File: src/rtl/sram_bridge.sv
// 6502 bus responder for an asynchronous 8-bit SRAM page with programmable wait states.
// Optional bank register at offset 0xFFF when SRAM_BRIDGE_BANK_EN is defined.
module sram_bridge #(
    parameter int RD_WAIT = 2,
    parameter int WR_WAIT = 1,
    parameter int BANK_W  = 7
) (
    input  logic                  clk,
    input  logic                  reset,
    input  logic                  cs,
    input  logic                  we,
    input  logic [11:0]           ab,
    input  logic [7:0]            din,
    output logic [7:0]            dout,
    output logic                  rdy,
    output logic [12+BANK_W-1:0]  sram_addr,
    output logic                  sram_ce_n,
    output logic                  sram_oe_n,
    output logic                  sram_we_n,
    output logic [7:0]            sram_d_o,
    output logic                  sram_d_oe,
    input  logic [7:0]            sram_d_i
);

    typedef enum logic [2:0] {
        S_IDLE,
        S_RD,
        S_WR_SETUP,
        S_WR_PULSE,
        S_WR_HOLD
    } state_t;

    state_t                 r_state;
    logic [3:0]             r_cnt;
    logic                   r_we;
    logic                   r_bank_acc;
    logic [7:0]             r_din;
    logic [7:0]             r_dout;
    logic [12+BANK_W-1:0]   r_addr;
    logic                   r_ce_n;
    logic                   r_oe_n;
    logic                   r_we_n;
    logic                   r_d_oe;

    logic [BANK_W-1:0]      w_bank;
    logic                   w_bank_hit;
    logic [7:0]             w_bank_rd;

`ifdef SRAM_BRIDGE_BANK_EN
    logic [BANK_W-1:0]      r_bank;

    // Bank write lands on the single RD-state edge of a bank access.
    always_ff @(posedge clk) begin
        if (reset) begin
            r_bank <= '0;
        end else if (r_state == S_RD && r_bank_acc && r_we && r_cnt == 4'd0) begin
            r_bank <= r_din[BANK_W-1:0];
        end
    end

    assign w_bank     = r_bank;
    assign w_bank_hit = (ab == 12'hFFF);
`else
    assign w_bank     = '0;
    assign w_bank_hit = 1'b0;
`endif

    assign w_bank_rd = 8'(w_bank);

    always_ff @(posedge clk) begin
        if (reset) begin
            r_state    <= S_IDLE;
            r_cnt      <= 4'd0;
            r_we       <= 1'b0;
            r_bank_acc <= 1'b0;
            r_din      <= 8'h00;
            r_dout     <= 8'h00;
            r_addr     <= '0;
            r_ce_n     <= 1'b1;
            r_oe_n     <= 1'b1;
            r_we_n     <= 1'b1;
            r_d_oe     <= 1'b0;
        end else begin
            case (r_state)
                S_IDLE: begin
                    if (cs) begin
                        r_addr     <= {w_bank, ab};
                        r_din      <= din;
                        r_we       <= we;
                        r_bank_acc <= w_bank_hit;
                        if (w_bank_hit) begin
                            // Register access: one RD cycle with no strobes.
                            r_state <= S_RD;
                            r_cnt   <= 4'd0;
                        end else if (we) begin
                            r_state <= S_WR_SETUP;
                            r_ce_n  <= 1'b0;
                            r_d_oe  <= 1'b1;
                        end else begin
                            r_state <= S_RD;
                            r_cnt   <= 4'(RD_WAIT);
                            r_ce_n  <= 1'b0;
                            r_oe_n  <= 1'b0;
                        end
                    end
                end
                S_RD: begin
                    if (r_cnt == 4'd0) begin
                        if (!r_we) begin
                            r_dout <= r_bank_acc ? w_bank_rd : sram_d_i;
                        end
                        r_ce_n  <= 1'b1;
                        r_oe_n  <= 1'b1;
                        r_state <= S_IDLE;
                    end else begin
                        r_cnt <= r_cnt - 4'd1;
                    end
                end
                S_WR_SETUP: begin
                    r_state <= S_WR_PULSE;
                    r_cnt   <= 4'(WR_WAIT);
                    r_we_n  <= 1'b0;
                end
                S_WR_PULSE: begin
                    if (r_cnt == 4'd0) begin
                        r_we_n  <= 1'b1;
                        r_state <= S_WR_HOLD;
                    end else begin
                        r_cnt <= r_cnt - 4'd1;
                    end
                end
                S_WR_HOLD: begin
                    r_ce_n  <= 1'b1;
                    r_d_oe  <= 1'b0;
                    r_state <= S_IDLE;
                end
                default: begin
                    r_state <= S_IDLE;
                end
            endcase
        end
    end

    assign rdy       = (r_state == S_IDLE);
    assign dout      = r_dout;
    assign sram_addr = r_addr;
    assign sram_ce_n = r_ce_n;
    assign sram_oe_n = r_oe_n;
    assign sram_we_n = r_we_n;
    assign sram_d_o  = r_din;
    assign sram_d_oe = r_d_oe;

endmodule

File: config.mk
export PLATFORM = sky130hd
export DESIGN_NAME = sram_bridge
export DESIGN_NICKNAME = d
export VERILOG_FILES = /design/src/rtl/sram_bridge.sv
export SDC_FILE = /design/constraint.sdc
export NUM_CORES = 1
export LEC_CHECK = 0
export BUFFER_PORTS_ARGS = -buffer_cell sky130_fd_sc_hd__buf_2
export CORE_ASPECT_RATIO = 1.25
export CORE_MARGIN = 2
export CORE_UTILIZATION = 46
export DETAILED_ROUTE_END_ITERATION = 10
export GPL_ROUTABILITY_DRIVEN = 0
export PLACE_DENSITY = 0.75
export SLEW_MARGIN = 30
export SYNTH_ARGS = -nofsm -noshare
export SYNTH_HDL_FRONTEND = slang
export SYNTH_SLANG_ARGS = --single-unit
File: constraint.sdc
create_clock -name clk -period 1.85 [get_ports clk]
set_clock_uncertainty 0.05 [all_clocks]
set_input_delay 0.2775 -clock clk [delete_from_list [all_inputs] [get_ports clk]]
set_output_delay 0.2775 -clock clk [all_outputs]
set_load 0.02 [all_outputs]
==> out/metrics.yaml, run 1 <==
setup_path:
  startpoint_type: "flip-flop"
  reg2reg_from: "r_cnt[0]"
  slowest_stage: "dfxtp_1"
  critPathArrivalTime_ps: 1910
  crit_path_start: "r_cnt[0]"
  crit_buf_inv: 1
  worstPathCellList: "inv_1 -> ha_1 -> nor3b_2 -> or3_4 -> a211o_1 -> a21oi_2"
  reg2reg_to: "r_cnt[0]"
  critPathTopFamily: "simple AND/OR/NAND/NOR gates"
  ff2ff_path_depth: 6
  worstSetupPathType: "flip-flop to flip-flop"
  end_kind: "flip-flop"
  cpPeakStageDelay_ps: 380
  required_ps: 2020
  cp_max_fo: 7
  r2r_slack_ps: 110
sta:
  report.final.slew_viol_count: 0
  finalSetupTns_ps: 0
  setup_violations: 0
  finalCritPeriodShare_pct: 94.15
  fin_crit_ps: 1742
  hold_viol: 0
  fmaxAchievable_ghz: 0.5741
  rsz0062_at_grt: "no"
  setup_ws_ps: 108.2
run:
  maxCapViolCount: 0
layout:
  layout.nets: 295
  instances_no_fill: 301
  drive_gt1_share_pct: 32.82
  final_common_cell: "buf_2"
  num-fill-cells: 316
  antennaDiodeCount: 0
  area_growth_pct: 29.41
  final_area_mm2: 0.002131
  layout_common_cells: "buf_2 (64), nand2_1 (44), dfxtp_1 (40)"
power:
  peakVddDrop_mv: 0.7656
  p_leak_uw: 0.0009881
  finalPower_uw: 2185
  power.density_mw_per_mm2: 1025
die:
  die_h_um: 70.89
  start_util_pct: 47.68
  fp-row-count: 24
  core_area_mm2: 0.003453
  dieArea_mm2: 0.004077
  die_w_um: 57.51
  io-pin-count: 72
grt:
  grtUsageTotal_pct: 17.45
  grt_remaining_overflow: 0
  grt_start_max_net_pins: 27
  antenna_found_initial: 0
  grt_pass1_wl_um: 5575
  grt_pass1_vias: 1322
cts:
  clk_latency_ps: 280
  ctsHoldBuffers: 0
  cts_num_sinks: 40
  htreeDepth: 2
  post-cts-setup-buffer-count: 0
  cts-root-buf: "clkbuf_8"
  clockBufferDepth: 2
  clk_pin_slew_worst_paths_ps: 70
  cts_resized: 0
  cts_buffers: 5
  tritoncts: "built"
routing:
  num_vias: 1501
  dr.first_iter.drc_count: 52
  drc_errors: 0
  ant_nets: 0
  wl_um: 3615
  via_per_inst: 4.987
  wire_per_inst_um: 12.01
  dr.pass1.iters: 4
placement:
  place_ws_ps: 66.72
  dpl.cell_count: 293
  hpwl_um: 2622
  io_buffers: 64
  placed_cell_area_mm2: 0.001999
synth:
  ys_seq_elements: 40
  synth.distinct_cells: 35
  synth_area_mm2: 0.001647
  postSynthCellCount: 195
  synthArstFlopShare_pct: 0
  synthesis.yosys.warnings: 0
  synth_edf_count: 0
  ys.flop_type: "dfxtp_1"
  syn_area_per_cell_um2: 8.444
  ys_seq_area_share_pct: 48.63
outcome:
  status: "complete, no violations"
hold_path:
  whs_endpoint: "sram_addr[10]"
  min_from: "ab[10]"
  hold_path_class: "input pin to flip-flop"
  min_delay_path_depth: 3
-- final cells by class --
cell class              count  area [µm²]  area share, %
repair buffers             73       400.4          18.79
well taps                  39       48.80          2.290
flip-flops and latches     40       800.8          37.58
clock buffers               7       96.34          4.521
multi-input cells         136       733.2          34.41
inverters                   5       21.27         0.9982
clock inverters             1       30.03          1.409
-- worst min-delay path, cell delays in order --
cell	delay, ps
buf_2	90
nand2_1	40
a21oi_1	50
-- worst max path at each step --
stage / endpoint / slack (ps) / cells past startpoint
global placement: r_cnt[0] / 120 / 6
detailed placement: r_cnt[0] / 70 / 6
CTS: r_cnt[0] / 40 / 6
finish: r_cnt[0] / 110 / 6
global route: r_cnt[2] / 30 / 7
floorplan: r_cnt[0] / 160 / 7
-- cells by family (layout without fill, tap and decap cells) --
family | after synthesis | in the layout | synth area share (%)
multiplexers | 10 | 10 | 6.079
AO/OA/AOI/OAI | 41 | 41 | 14.59
AND/OR/NAND/NOR | 76 | 76 | 20.44
buffers and inverters | 25 | 86 | 8.510
other | 1 | 7 | 0.2277
adder cells (fa/ha/maj) | 2 | 2 | 1.520
flip-flops | 40 | 40 | 48.63
-- registers in the layout, summed over array words and instances, names as in the netlist --
signal,count
sram_addr,12
sram_oe_n,1
sram_we_n,1
sram_ce_n,1
r_cnt,4
r_state,3
r_we,1
sram_d_oe,1
dout,8
sram_d_o,8
-- power by group --
part           internal, µW  leakage, µW  switching (µW)  total [µW]
Clock                   476    0.0000645             284         760
Combinational           186     0.000596             271         457
Sequential              928     0.000327            40.3         968
-- synthesized netlist by cell type, types with 2 or more instances --
library cell  count  area share [%]
a211oi_1          2            0.91
nand2_1          44              10
nor3_1            4             1.2
buf_4             8             3.6
ha_1              2             1.5
nand3_1           6             1.8
inv_1             4            0.91
mux2i_1          10             6.1
dfxtp_1          40              49
nor2_1           11             2.5
nor2b_1           4             1.5
a31oi_1           2            0.76
o21ai_0           4             1.2
clkbuf_1          5             1.1
buf_2             5             1.5
a21oi_1          25             7.6
-- layer usage --
metal  GRT usage (%)  up-vias  share of wire (%)
li1                -      772                  -
met1           18.92      684                 41
met2           31.44       41                 53
met3           4.936        4                4.3
met4           6.718        0                1.3
met5               0        -                  0
-- metrics by stage --
step	hold WS (ps)	utilization [%]
floorplan	363.5	-
global placement	389.7	57.90
detailed placement	393.9	57.90
CTS	167.8	61.56
global route	176.8	61.70
finish	173.5	61.70
(Power assumes the default switching activity.)
==> run 2: changes to the inputs <==
Settings changed: BUFFER_PORTS_ARGS -buffer_cell sky130_fd_sc_hd__buf_2 to unset, CORE_ASPECT_RATIO 1.25 to 0.8, CORE_UTILIZATION 46 to 61, DONT_BUFFER_PORTS set to 1, PLACE_DENSITY 0.75 to 0.74.
==> run 2 against run 1 <==
  * Sequential share of layout area up 5.9 points
  * Critical endpoint unchanged
  * Count of clock-buffer cells in the layout unchanged
  * Routed wire length down 6.2%
  * Combinational power down 32%
==> out/metrics.yaml, run 2 (synthesis gave the netlist of run 1 again) <==
outcome:
  status: "complete, no violations"
setup_path:
  startpoint_type: "flip-flop"
  required_ps: 2080  # +60 ps
  worstSetupPathType: "flip-flop to flip-flop"
  critPathArrivalTime_ps: 1970  # +60 ps
  reg2reg_from: "r_cnt[0]"
  cp_max_fo: 7  # unchanged
  crit_path_start: "r_cnt[0]"
  r2r_slack_ps: 110  # about the same
  end_kind: "flip-flop"
grt:
  antenna_found_initial: 0  # unchanged
  grt_pass1_wl_um: 4981  # -11%
  grtUsageTotal_pct: 21.45  # +4.0 points
  grt_remaining_overflow: 0  # unchanged
  grt_start_max_net_pins: 38  # +41%
  grt_pass1_vias: 1124  # -15%
die:
  core_area_mm2: 0.002502  # -28%
  die_h_um: 50.47  # -29%
  start_util_pct: 65.80  # +18 points
  fp-row-count: 16  # -33%
  dieArea_mm2: 0.003133  # -23%
  io-pin-count: 72  # unchanged
  die_w_um: 62.09  # +8.0%
power:
  power.density_mw_per_mm2: 1078  # +5.2%
  p_sw_uw: 558.9  # -6.1%
  clkPwrFrac_pct: 31.5  # -3.3 points
  p_leak_uw: 0.0007090  # -28%
  peakVddDrop_mv: 0.9233  # +21%
  power_frac_seq_pct: 52.8  # +8.5 points
  internal_power_uw: 1427  # -10%
  p_comb_share_pct: 15.8  # -5.1 points
  p_sw_share_pct: 28.14  # +0.89 points
sta:
  hold_viol: 0  # unchanged
  finalSetupTns_ps: 0  # unchanged
  finalCritPeriodShare_pct: 94.16  # about the same
  rsz0062_at_grt: "no"
  fin_crit_ps: 1742  # +0.1560 ps
  report.final.slew_viol_count: 0  # unchanged
  fmaxAchievable_ghz: 0.5741  # about the same
  hold_ws_ps: 16.98  # -156.5 ps
  setup_violations: 0  # unchanged
layout:
  layout_common_cells: "nand2_1 (44), dfxtp_1 (40), a21oi_1 (25)"
  area_growth_pct: 11.85
  drive_gt1_share_pct: 9.406  # -23 points
  instances_no_fill: 238  # -21%
  antennaDiodeCount: 0  # unchanged
  largest_reg_flops: 12  # unchanged
  layout.nets: 235  # -20%
  num-fill-cells: 202  # -36%
  final_common_cell: "nand2_1"
placement:
  dpl.cell_count: 221  # -25%
  hpwl_um: 2255  # -14%
  io_buffers: 0  # -100%
cts:
  clockBufferDepth: 2  # unchanged
  tritoncts: "built"
  clk_pin_slew_worst_paths_ps: 110  # +40 ps
  htreeDepth: 2  # unchanged
  cts-root-buf: "clkbuf_4"
  cts_num_sinks: 40  # unchanged
  clk_latency_ps: 340  # +60 ps
  cts_buffers: 5  # unchanged
routing:
  via_per_inst: 5.542  # +11%
  num_vias: 1319  # -12%
  wl_um: 3390  # -6.2%
  dr.pass1.iters: 5  # +1
  wire_per_inst_um: 14.24  # +19%
  ant_nets: 0  # unchanged
  dr.first_iter.drc_count: 41  # -21%
  drc_errors: 0  # unchanged
run:
  maxCapViolCount: 0  # unchanged
hold_path:
  hold_path_class: "input pin to flip-flop"
  min_from: "din[4]"
run 2: final timing paths:
check	end	cells past startpoint
hold / removal	sram_d_o[4]	2
setup / recovery	r_cnt[0]	6
hold reg to reg	r_we	2
setup reg to reg	r_cnt[0]	6
run 2: per-stage QoR:
| step | total power (µW) | utilization, % | area (µm²) | worst slack, ps |
|---|---|---|---|---|
| 3_3_place_gp | 1314 | 65.45 | 1638 | 127.4 |
| 3_5_place_dp | 1330 | 65.45 | 1638 | 47.66 |
| 5_1_grt | 2090 | 73.60 | 1842 | 4.742 |
| 2_1_floorplan | 1294 | - | 1669 | 157.4 |
| 4_1_cts | 1964 | 70.05 | 1753 | 20.89 |
| 6_report | 1986 | 73.60 | 1842 | 108.0 |
run 2: power groups by stage:
stage	logic [µW]	registers, µW	clock network, µW
after detailed placement	263	1070	0
after floorplan	251	1040	0
after global placement	251	1060	0
final	313	1050	625
after CTS	280	1050	636
after global routing	352	1060	679
run 2: worst max-delay path, stage by stage, from the launching register on:
cell and delay, ps:
dfxtp_1 390, inv_1 90, ha_1 200, nor3b_4 160
or3_4 380, a211o_1 290, a21oi_2 120
run 2: per-layer routing:
| layer | GRT usage (%) | part of all wire [%] | vias to the layer above |
|---|---|---|---|
| met1 | 27.12 | 42 | 588 |
| met3 | 7.990 | 11 | 6 |
| li1 | - | - | 655 |
| met4 | 8.156 | 1.2 | 0 |
| met5 | 0 | 0 | - |
| met2 | 32.81 | 46 | 70 |
run 2: timing repair:
item,CTS,global route
resized for setup,0,2
buffers inserted,0,1
hold endpoints to repair,37,7
setup endpoints to repair,0,11
hold buffers,1,7
run 2: final cells by class:
class | count | area [µm²] | area share (%)
Clock buffer | 7 | 65.06 | 3.533
Clock inverter | 1 | 30.03 | 1.630
Inverter | 5 | 21.27 | 1.155
Multi-Input combinational cell | 136 | 739.5 | 40.15
Sequential cell | 40 | 800.8 | 43.48
Tap cell | 36 | 45.04 | 2.446
Timing Repair Buffer | 13 | 140.1 | 7.609
==> run 3: changes to the inputs <==
Settings changed: BUFFER_PORTS_ARGS set to -buffer_cell sky130_fd_sc_hd__buf_2, CORE_UTILIZATION 61 to 46, DONT_BUFFER_PORTS 1 to unset, PLACE_DENSITY 0.74 to 0.75, SLEW_MARGIN 30 to 10.
==> run 3 against run 2 <==
  * Sequential power decreased by 8%
  * Worst hold slack improved by 160 ps
  * Non-clock buffer count increased by 56
  * Global-route usage decreased by 3.9 points
  * Clock power decreased by 17%
  * Largest cell class unchanged
==> out/metrics.yaml, run 3 (synthesis gave the netlist of run 1 again) <==
outcome:
  status: "complete, no violations"
cts:
  ctsHoldBuffers: 0  # -1
  cts_resized: 0  # unchanged
  htreeDepth: 2  # unchanged
  tritoncts: "built"
  cts_buffers: 5  # unchanged
  post-cts-setup-buffer-count: 0  # unchanged
  clockBufferDepth: 2  # unchanged
  clk_latency_ps: 280  # -60 ps
  cts_num_sinks: 40  # unchanged
  clk_pin_slew_worst_paths_ps: 70  # -40 ps
  cts-root-buf: "clkbuf_8"
power:
  p_leak_uw: 0.0009475  # +34%
  peakVddDrop_mv: 0.5288  # -43%
  power.density_mw_per_mm2: 936.3  # -13%
setup_path:
  cp_max_fo: 8  # +1
  worstPathCellList: "inv_1 -> ha_1 -> nor3b_4 -> and4b_1 -> buf_12 -> mux2i_1 -> nor2_1"
  crit_path_start: "r_cnt[1]"
  ff2ff_path_depth: 7  # +1
  r2r_slack_ps: 130  # +20 ps
  worstSetupPathType: "flip-flop to flip-flop"
  cpPeakStageDelay_ps: 330  # -60 ps
  crit_buf_inv: 2  # +1
  critPathTopFamily: "simple AND/OR/NAND/NOR gates"
  slowest_stage: "dfxtp_1"
  end_kind: "flip-flop"
  cp-endpoint: "dout[5]"
  required_ps: 1980  # -100 ps
  startpoint_type: "flip-flop"
  reg2reg_from: "r_cnt[1]"
  critPathArrivalTime_ps: 1850  # -120 ps
  reg2reg_to: "dout[5]"
  cp.depth: 7  # +1
die:
  die_w_um: 70.89  # +14%
  die_h_um: 57.51  # +14%
  core_area_mm2: 0.003423  # +37%
  io-pin-count: 72  # unchanged
  fp-row-count: 19  # +3
  start_util_pct: 48.10  # -18 points
  dieArea_mm2: 0.004077  # +30%
hold_path:
  min_from: "din[7]"
  hold_path_class: "input pin to flip-flop"
  min_delay_path_depth: 3  # +1
routing:
  dr.first_iter.drc_count: 55  # +34%
  wire_per_inst_um: 11.45  # -20%
  num_vias: 1448  # +9.8%
  wl_um: 3423  # +0.97%
  dr.pass1.iters: 4  # -1
  ant_nets: 0  # unchanged
  via_per_inst: 4.843  # -13%
  drc_errors: 0  # unchanged
sta:
  hold_viol: 0  # unchanged
  report.final.slew_viol_count: 0  # unchanged
  fin_crit_ps: 1722  # -20.12 ps
  setup_violations: 0  # unchanged
  finalCritPeriodShare_pct: 93.07  # -1.1 points
  fmaxAchievable_ghz: 0.5808  # +1.2%
  hold_ws_ps: 174.6  # +157.6 ps
layout:
  area_growth_pct: 25.23
  antennaDiodeCount: 0  # unchanged
  drive_gt1_share_pct: 31.52  # +22 points
  layout_common_cells: "buf_2 (64), nand2_1 (44), dfxtp_1 (40)"
  final_util_pct: 60.23  # -13 points
  largest_reg_flops: 12  # unchanged
  num-fill-cells: 329  # +63%
  layout.nets: 291  # +24%
  final_common_cell: "buf_2"
placement:
  hpwl_um: 2488  # +10%
  io_buffers: 64  # +64
grt:
  antenna_found_initial: 0  # unchanged
  grt_remaining_overflow: 0  # unchanged
  grtUsageTotal_pct: 17.56  # -3.9 points
  grt_pass1_vias: 1270  # +13%
  grt_pass1_wl_um: 5692  # +14%
  grt_start_max_net_pins: 27  # -29%
run:
  maxCapViolCount: 0  # unchanged
-- run 3: changes by cell type in the layout (fill, tap and decap cells not counted), sizes merged --
cell	delta
buf	+63
dlygate4sd3	-7
bufinv	-1
clkbuf	-1
clkinv	+1
-- run 3: final cells by class --
| cell class | count | area, µm² | area share [%] |
|---|---|---|---|
| Clock inverter | 1 | 5.005 | 0.2427 |
| Multi-Input combinational cell | 136 | 739.5 | 35.86 |
| Timing Repair Buffer | 69 | 370.4 | 17.96 |
| Sequential cell | 40 | 800.8 | 38.83 |
| Clock buffer | 6 | 72.57 | 3.519 |
| Inverter | 5 | 21.27 | 1.032 |
| Tap cell | 42 | 52.55 | 2.549 |
-- run 3: worst min path at each step --
stage / endpoint / slack, ps
floorplan: r_we / 360
global placement: sram_d_o[0] / 390
detailed placement: sram_d_o[1] / 400
CTS: sram_addr[4] / 170
global route: dout[2] / 180
finish: sram_d_o[7] / 170
-- run 3: stage by stage --
| stage | setup slack [ps] | instances | total power [µW] | TNS [ps] | instance area, µm² |
|---|---|---|---|---|---|
| 2_1_floorplan | 157.4 | 201 | 1294 | 0 | 1669 |
| 3_3_place_gp | 100.2 | 292 | 1415 | 0 | 1973 |
| 3_5_place_dp | 60.03 | 292 | 1423 | 0 | 1973 |
| 4_1_cts | 36.10 | 299 | 1938 | 0 | 2051 |
| 5_1_grt | -8.147 | 299 | 2046 | -14.68 | 2062 |
| 6_report | 128.2 | 299 | 1931 | 0 | 2062 |
-- run 3: worst register-to-register path, delay by kind of cell (launching register included) --
family	cells	cell delay, ps
flops	1	330
fa+ha+maj	1	160
mux	1	200
buf+inv	2	250
simple gates	3	640
-- run 3: routing by layer --
metal | part of all wire [%] | global-route usage (%) | vias to the layer above | wire length [µm]
met4 | 1.4 | 5.660 | 0 | 47
met2 | 43 | 26.97 | 48 | 1460
li1 | - | - | 760 | -
met5 | 0 | 0 | - | 0
met1 | 47 | 23.21 | 633 | 1617
met3 | 8.7 | 6.360 | 7 | 297
-- run 3: report_power, final --
part           switching (µW)  internal [µW]
Clock                     263            256
Sequential               41.6            928
Combinational             265            177
